===== src/rtl/word_tokenizer_pkg.sv =====
// Shared types and constants for the word tokenizer: token kinds, FSM states,
// character codes and small helper functions.
package word_tok_pkg;

  typedef enum logic [1:0] {
    KIND_OTHER = 2'b00,
    KIND_BEGIN = 2'b01,
    KIND_END   = 2'b10,
    KIND_EOS   = 2'b11
  } tok_kind_e;

  typedef enum logic [3:0] {
    IDLE = 4'd0,
    B1   = 4'd1,
    B2   = 4'd2,
    B3   = 4'd3,
    B4   = 4'd4,
    B5   = 4'd5,
    E1   = 4'd6,
    E2   = 4'd7,
    E3   = 4'd8,
    OTH  = 4'd9
  } tok_state_e;

  localparam logic [7:0] CH_SPACE = 8'h20;
  localparam logic [7:0] CH_NUL   = 8'h00;
  localparam logic [7:0] CH_B     = 8'h62;
  localparam logic [7:0] CH_D     = 8'h64;
  localparam logic [7:0] CH_E     = 8'h65;
  localparam logic [7:0] CH_G     = 8'h67;
  localparam logic [7:0] CH_I     = 8'h69;
  localparam logic [7:0] CH_N     = 8'h6E;
  localparam logic [7:0] LEN_MAX  = 8'hFF;

  function automatic logic [7:0] fold_case(input logic [7:0] c);
    if ((c >= 8'h41) && (c <= 8'h5A)) begin
      return c | 8'h20;
    end else begin
      return c;
    end
  endfunction

  function automatic logic [7:0] len_inc(input logic [7:0] l);
    return (l == LEN_MAX) ? LEN_MAX : (l + 8'd1);
  endfunction

  // Only a fully matched keyword classifies; every other word is OTHER.
  function automatic tok_kind_e word_kind(input tok_state_e s);
    case (s)
      B5:      return KIND_BEGIN;
      E3:      return KIND_END;
      default: return KIND_OTHER;
    endcase
  endfunction

endpackage


===== src/rtl/word_tokenizer_if.sv =====
// Character-in / token-out handshake bundle of the word tokenizer.
// tok_len exists only when TOKENIZER_LEN_EN is defined.
interface word_tokenizer_if;
  import word_tok_pkg::*;

  logic       in_valid;
  logic [7:0] in_char;
  logic       in_ready;
  logic       tok_valid;
  tok_kind_e  tok_kind;
  logic       tok_ready;
`ifdef TOKENIZER_LEN_EN
  logic [7:0] tok_len;

  modport master (
    output in_valid, in_char, tok_ready,
    input  in_ready, tok_valid, tok_kind, tok_len
  );

  modport slave (
    input  in_valid, in_char, tok_ready,
    output in_ready, tok_valid, tok_kind, tok_len
  );
`else
  modport master (
    output in_valid, in_char, tok_ready,
    input  in_ready, tok_valid, tok_kind
  );

  modport slave (
    input  in_valid, in_char, tok_ready,
    output in_ready, tok_valid, tok_kind
  );
`endif

endinterface


===== src/rtl/word_tokenizer_tok_fifo.sv =====
// Generic synchronous FIFO with wrap-bit pointers; full/empty come from
// comparing the pointer MSBs. DEPTH must be a power of two, >= 2.
module tok_fifo #(
  parameter int unsigned WIDTH = 2,
  parameter int unsigned DEPTH = 4
) (
  input  logic             clk,
  input  logic             reset,
  input  logic             push,
  input  logic [WIDTH-1:0] push_data,
  input  logic             pop,
  output logic [WIDTH-1:0] pop_data,
  output logic             full,
  output logic             empty
);

  localparam int unsigned AW = $clog2(DEPTH);

  logic [WIDTH-1:0] mem_r [DEPTH];
  logic [AW:0]      wr_ptr_r;
  logic [AW:0]      rd_ptr_r;
  logic             do_push_s;
  logic             do_pop_s;

  assign full      = (wr_ptr_r[AW] != rd_ptr_r[AW]) && (wr_ptr_r[AW-1:0] == rd_ptr_r[AW-1:0]);
  assign empty     = (wr_ptr_r == rd_ptr_r);
  assign do_push_s = push && !full;
  assign do_pop_s  = pop && !empty;
  assign pop_data  = mem_r[rd_ptr_r[AW-1:0]];

  // Storage and pointer update; storage is cleared so the idle head reads zero.
  always_ff @(posedge clk) begin
    if (reset) begin
      wr_ptr_r <= '0;
      rd_ptr_r <= '0;
      for (int i = 0; i < DEPTH; i++) begin
        mem_r[i] <= '0;
      end
    end else begin
      if (do_push_s) begin
        mem_r[wr_ptr_r[AW-1:0]] <= push_data;
        wr_ptr_r                <= wr_ptr_r + {{AW{1'b0}}, 1'b1};
      end
      if (do_pop_s) begin
        rd_ptr_r <= rd_ptr_r + {{AW{1'b0}}, 1'b1};
      end
    end
  end

endmodule


===== src/rtl/word_tokenizer.sv =====
// Splits a char stream into space-separated words and emits one classified
// token (OTHER/BEGIN/END/EOS) per word. Optional macro TOKENIZER_LEN_EN adds tok_len.
module word_tokenizer
  import word_tok_pkg::*;
#(
  parameter int unsigned DEPTH = 4
) (
  input  logic              clk,
  input  logic              reset,
  word_tokenizer_if.slave   bus
);

`ifdef TOKENIZER_LEN_EN
  localparam int unsigned FIFO_W = 10;
`else
  localparam int unsigned FIFO_W = 2;
`endif

  tok_state_e        state_r;
  tok_state_e        state_s;
  logic              eos_pend_r;
  logic              eos_set_s;
  logic              eos_clr_s;
  logic              push_s;
  tok_kind_e         push_kind_s;
  logic [FIFO_W-1:0] push_data_s;
  logic [FIFO_W-1:0] head_s;
  logic              fifo_full_s;
  logic              fifo_empty_s;
  logic              in_ready_s;
  logic              accept_s;
  logic              word_char_s;
  logic [7:0]        char_s;

  assign in_ready_s  = !reset && !fifo_full_s && !eos_pend_r;
  assign accept_s    = bus.in_valid && in_ready_s;
  assign char_s      = fold_case(bus.in_char);
  assign word_char_s = (char_s != CH_SPACE) && (char_s != CH_NUL);

  assign bus.in_ready  = in_ready_s;
  assign bus.tok_valid = !fifo_empty_s;
  assign bus.tok_kind  = tok_kind_e'(head_s[1:0]);

  // FSM state and deferred-EOS flag.
  always_ff @(posedge clk) begin
    if (reset) begin
      state_r    <= IDLE;
      eos_pend_r <= 1'b0;
    end else begin
      state_r <= state_s;
      if (eos_set_s) begin
        eos_pend_r <= 1'b1;
      end else if (eos_clr_s) begin
        eos_pend_r <= 1'b0;
      end else begin
        eos_pend_r <= eos_pend_r;
      end
    end
  end

  // Next state and token push; a pending EOS owns the push slot until it lands.
  always_comb begin
    state_s     = state_r;
    push_s      = 1'b0;
    push_kind_s = KIND_OTHER;
    eos_set_s   = 1'b0;
    eos_clr_s   = 1'b0;
    if (eos_pend_r) begin
      if (!fifo_full_s) begin
        push_s      = 1'b1;
        push_kind_s = KIND_EOS;
        eos_clr_s   = 1'b1;
      end else begin
        push_s = 1'b0;
      end
    end else if (accept_s) begin
      if (char_s == CH_NUL) begin
        push_s  = 1'b1;
        state_s = IDLE;
        if (state_r == IDLE) begin
          push_kind_s = KIND_EOS;
        end else begin
          push_kind_s = word_kind(state_r);
          eos_set_s   = 1'b1;
        end
      end else if (char_s == CH_SPACE) begin
        state_s = IDLE;
        if (state_r != IDLE) begin
          push_s      = 1'b1;
          push_kind_s = word_kind(state_r);
        end else begin
          push_s = 1'b0;
        end
      end else begin
        case (state_r)
          IDLE: begin
            if (char_s == CH_B) begin
              state_s = B1;
            end else if (char_s == CH_E) begin
              state_s = E1;
            end else begin
              state_s = OTH;
            end
          end
          B1:      state_s = (char_s == CH_E) ? B2 : OTH;
          B2:      state_s = (char_s == CH_G) ? B3 : OTH;
          B3:      state_s = (char_s == CH_I) ? B4 : OTH;
          B4:      state_s = (char_s == CH_N) ? B5 : OTH;
          E1:      state_s = (char_s == CH_N) ? E2 : OTH;
          E2:      state_s = (char_s == CH_D) ? E3 : OTH;
          default: state_s = OTH;
        endcase
      end
    end else begin
      state_s = state_r;
    end
  end

`ifdef TOKENIZER_LEN_EN
  logic [7:0] len_r;

  // Word length; a word char seen in IDLE starts a fresh count at 1.
  always_ff @(posedge clk) begin
    if (reset) begin
      len_r <= 8'd0;
    end else if (accept_s) begin
      if (word_char_s) begin
        len_r <= len_inc((state_r == IDLE) ? 8'd0 : len_r);
      end else begin
        len_r <= 8'd0;
      end
    end else begin
      len_r <= len_r;
    end
  end

  assign push_data_s = {((push_kind_s == KIND_EOS) ? 8'd0 : len_r), push_kind_s};
  assign bus.tok_len = head_s[9:2];
`else
  assign push_data_s = push_kind_s;
`endif

  tok_fifo #(
    .WIDTH (FIFO_W),
    .DEPTH (DEPTH)
  ) u_fifo (
    .clk       (clk),
    .reset     (reset),
    .push      (push_s),
    .push_data (push_data_s),
    .pop       (bus.tok_ready),
    .pop_data  (head_s),
    .full      (fifo_full_s),
    .empty     (fifo_empty_s)
  );

endmodule


===== src/flat_wrapper.sv =====
// flat-port wrapper written by rule: the top's interface ports become plain ports
module word_tokenizer_flat import word_tok_pkg::*;
#(
  parameter int unsigned DEPTH = 4
)
  (clk, reset, bus_in_valid, bus_in_char, bus_tok_ready, bus_in_ready, bus_tok_valid, bus_tok_kind);
  word_tokenizer_if bus_i ();
  input  logic clk;
  input  logic reset;
  input wire logic [$bits(bus_i.in_valid)-1:0] bus_in_valid;
  input wire logic [$bits(bus_i.in_char)-1:0] bus_in_char;
  input wire logic [$bits(bus_i.tok_ready)-1:0] bus_tok_ready;
  output wire logic [$bits(bus_i.in_ready)-1:0] bus_in_ready;
  output wire logic [$bits(bus_i.tok_valid)-1:0] bus_tok_valid;
  output wire logic [$bits(bus_i.tok_kind)-1:0] bus_tok_kind;
  assign bus_i.in_valid = bus_in_valid;
  assign bus_i.in_char = bus_in_char;
  assign bus_i.tok_ready = bus_tok_ready;
  assign bus_in_ready = bus_i.in_ready;
  assign bus_tok_valid = bus_i.tok_valid;
  assign bus_tok_kind = bus_i.tok_kind;
  word_tokenizer #(.DEPTH(DEPTH)) u_core (.clk(clk), .reset(reset), .bus(bus_i));
endmodule

===== config.mk =====
export PLATFORM = sky130hd
export DESIGN_NAME = word_tokenizer_flat
export DESIGN_NICKNAME = d
export VERILOG_FILES = /design/src/rtl/word_tokenizer_pkg.sv /design/src/rtl/word_tokenizer_if.sv /design/src/rtl/word_tokenizer_tok_fifo.sv /design/src/rtl/word_tokenizer.sv /design/src/flat_wrapper.sv
export SDC_FILE = /design/constraint.sdc
export NUM_CORES = 1
export LEC_CHECK = 0
export BUFFER_PORTS_ARGS = -buffer_cell sky130_fd_sc_hd__clkbuf_2
export CAP_MARGIN = 20
export CORE_ASPECT_RATIO = 0.5
export CORE_UTILIZATION = 45
export CTS_CLUSTER_DIAMETER = 40
export DETAILED_ROUTE_END_ITERATION = 12
export PLACE_DENSITY_LB_ADDON = 0.1
export SKIP_CTS_REPAIR_TIMING = 1
export SLEW_MARGIN = 20
export SYNTH_ARGS = -nofsm -noshare
export SYNTH_HDL_FRONTEND = slang
export SYNTH_HIERARCHICAL = 1
export SYNTH_SLANG_ARGS = --single-unit
export TNS_END_PERCENT = 50

===== constraint.sdc =====
create_clock -name clk -period 3.4 [get_ports clk]
set_clock_uncertainty 0.1 [all_clocks]
set_input_delay 0.68 -clock clk [delete_from_list [all_inputs] [get_ports clk]]
set_output_delay 0.68 -clock clk [all_outputs]
set_load 0.02 [all_outputs]

==> impl_metrics.py <==
metrics = {
    "outcome": {
        "status": "finished clean",
    },
    "synthesis": {
        "synth-seq-area-share_pct": 33.73,
        "synth_top_area_share_pct": 17.54,
        "ys_ff_latch": 21,
        "syn_inst": 168,
        "yosys_most_used_dff": "dfxtp_1",
        "avgSynthCellArea_sq_um": 8.833,
        "async_flop_share_pct": 0,
        "syn_nets": 182,
        "synth.largest_area_cell": "dfxtp_1",
        "synth_area_leaders": "dfxtp_1 (18%), edfxtp_1 (16%), o21ai_0 (4.0%)",
        "synth_edf_count": 8,
        "ys_warn_count": 6,
        "netlist_area_sq_um": 1484,
        "yosysUniqueCellTypes": 53,
    },
    "clock_tree": {
        "clk_pin_slew_ns": 0.08,
        "cts_made_buffers": 3,
        "cts-root-buf": "clkbuf_8",
        "clk_latency_ns": 0.26,
        "cts_tree": "built",
        "clk_path_buf_depth": 2,
        "htreeDepth": 1,
        "clock_sinks": 21,
    },
    "finish": {
        "fin_cells": 222,
        "final_common_cell": "clkbuf_2",
        "fin_nets": 197,
        "antenna_cells": 0,
        "nFillCells": 295,
        "post_route_cells_drive_above_1_share_pct": 17.03,
        "syn_to_final_growth_pct": 10.88,
        "final_cell_mix": "clkbuf_2 (15), dfxtp_1 (13), nor2_1 (12), o21ai_0 (12), inv_1 (11)",
    },
    "critical_path": {
        "critPathKind": "reg -> reg",
        "slowest_stage": "dfxtp_1",
        "path_buf_inv": 2,
        "critPathMaxStageDelay_ns": 0.57,
        "cp.depth": 10,
        "endpoint": "u_core/u_fifo/mem_r[0][1]",
        "cp_cell_sequence": "xnor2_1 -> nand3_1 -> inv_1 -> nor4b_4 -> nand4_4 -> o21ai_0 -> buf_4 -> and3b_1 -> o31ai_1 -> nor3_1",
        "r2r_start": "u_core/u_fifo/wr_ptr_r[0]",
        "path_delay_family": "simple AND/OR/NAND/NOR gates",
        "reg2reg_depth": 10,
        "crit_fanout": 12,
        "critPathRequiredTime_ns": 3.40,
        "setup.worst_path.start_class": "flop",
        "crit_start": "u_core/u_fifo/wr_ptr_r[0]",
        "reg2reg_slack_ns": 0.54,
        "end_kind": "flop",
        "reg2reg_to": "u_core/u_fifo/mem_r[0][1]",
        "crit_arrival_ns": 2.86,
    },
    "sta": {
        "max_slew_margin_pct": 53.48,
        "finalHoldViolCount": 0,
        "tightest_slew_ns": 0.6954,
        "drv_slew": 0,
        "fin_crit_sh_pct": 83.98,
        "setup_ws_ns": 0.5448,
        "holdWs_ns": 0.4230,
        "setup_violations": 0,
        "fin_tns_setup_ns": 0,
        "rsz0062_at_grt": "false",
        "fmax_ghz": 0.3502,
        "period_needed_ns": 2.855,
    },
    "route": {
        "dr.pass1.iters": 5,
        "avgRoutedWirePerCell_um": 14.09,
        "vias": 1322,
        "drt-initial-drc-count": 120,
        "via_per_inst": 5.955,
        "drt-total-wl_um": 3127,
        "drc": 0,
        "final_antenna_net_count": 0,
    },
    "die": {
        "die_w_um": 83.21,
        "die_y_um": 42.61,
        "pin_count": 16,
        "core-area_sq_um": 3065,
        "start_util_pct": 48.41,
        "die-area_sq_um": 3545,
        "rows": 14,
    },
    "placement": {
        "hpwl_um": 2344,
        "port_buffers": 15,
        "gp_congestion": 0.8066,
        "pre_cts_ws_ns": 0.5901,
        "place_inst": 218,
    },
    "run": {
        "max-cap-violations": 0,
    },
    "pwr": {
        "total_power_uw": 579.0,
        "powerDensity_nw_per_um2": 351.9,
        "leakage_nw": 0.6364,
        "vdd.ir_drop.worst_v": 0.0002460,
    },
    "grt": {
        "grt_pass1_vias": 1199,
        "antenna_found_initial": 0,
        "grt_usage_pct": 19.63,
        "grt_max_degree": 21,
        "grt_pass1_wl_um": 5485,
        "grt_overflow": 0,
    },
    "hold_path": {
        "min_path_type": "reg -> reg",
    },
}
tightest hold or removal path, stage by stage (launching register included):
cell	delay (ns)
dfxtp_1	0.35
nand2_1	0.07
a21oi_1	0.05
cell usage after synthesis, types with 3 or more instances:
| cell type | number |
|---|---|
| clkbuf_1 | 5 |
| and3b_1 | 3 |
| nand4_1 | 9 |
| a31oi_1 | 3 |
| nand2b_1 | 4 |
| o31ai_1 | 4 |
| edfxtp_1 | 8 |
| inv_1 | 11 |
| nor2_1 | 12 |
| xor2_1 | 3 |
| nor3_1 | 5 |
| nand2_1 | 7 |
| or4_1 | 3 |
| a21oi_1 | 3 |
| nor2b_1 | 4 |
| dfxtp_1 | 13 |
| nor3b_1 | 6 |
| o211ai_1 | 4 |
| o21ai_0 | 12 |
| nand3_1 | 7 |
| xnor2_1 | 3 |
power by group:
group          switching [mW]  internal (mW)  total (mW)
Sequential             0.0180          0.274       0.292
Clock                  0.0808         0.0817       0.163
Combinational          0.0735         0.0506       0.124
Total                   0.172          0.407       0.579
logic make-up after synthesis:
family	Yosys count	share of synthesized area [%]
fa+ha+maj	2	1.686
simple gates	74	32.29
buf+inv	20	5.481
mux	3	3.710
xor+xnor	6	3.542
compound gates	42	19.56
flops	21	33.73
stage by stage:
| step | utilization (%) | instance area, sq um |
|---|---|---|
| global placement | 52.16 | 1599 |
| floorplan | - | 1484 |
| global route | 53.67 | 1645 |
| CTS | 53.67 | 1645 |
| detailed placement | 52.16 | 1599 |
| finish | 53.67 | 1645 |
sequential cells by signal (all words and copies together) (netlist names), named ones only:
register                flops
u_core/eos_pend_r           1
u_core/state_r              4
u_core/u_fifo/mem_r         8
u_core/u_fifo/rd_ptr_r      3
u_core/u_fifo/wr_ptr_r      3
per-layer routing:
| metal | part of all wire (%) | wire (um) | track usage [%] | vias to the layer above |
|---|---|---|---|---|
| li1 | - | - | - | 678 |
| met1 | 48 | 1501 | 24.79 | 614 |
| met2 | 47 | 1485 | 34.43 | 26 |
| met3 | 3.3 | 103 | 4.724 | 4 |
| met4 | 1.2 | 37 | 4.483 | 0 |
| met5 | 0 | 0 | 0 | - |
worst min-delay path by stage:
stage | end | from | cells past startpoint
CTS | u_core/eos_pend_r | u_core/eos_pend_r | 2
finish | u_core/eos_pend_r | u_core/eos_pend_r | 2
global route | u_core/eos_pend_r | u_core/eos_pend_r | 2
detailed placement | u_core/eos_pend_r | u_core/eos_pend_r | 2
global placement | u_core/eos_pend_r | u_core/eos_pend_r | 2
floorplan | u_core/eos_pend_r | u_core/eos_pend_r | 2
final cells by class:
class / instances / area (sq um) / area share (%)
well taps: 40 / 50.05 / 3.042
flip-flops and latches: 21 / 500.5 / 30.42
clock buffers: 3 / 41.29 / 2.510
clock inverters: 1 / 5.005 / 0.3042
multi-input cells: 127 / 902.1 / 54.83
inverters: 11 / 41.29 / 2.510
repair buffers: 19 / 105.1 / 6.388
Power figures use the tool's default switching activity.
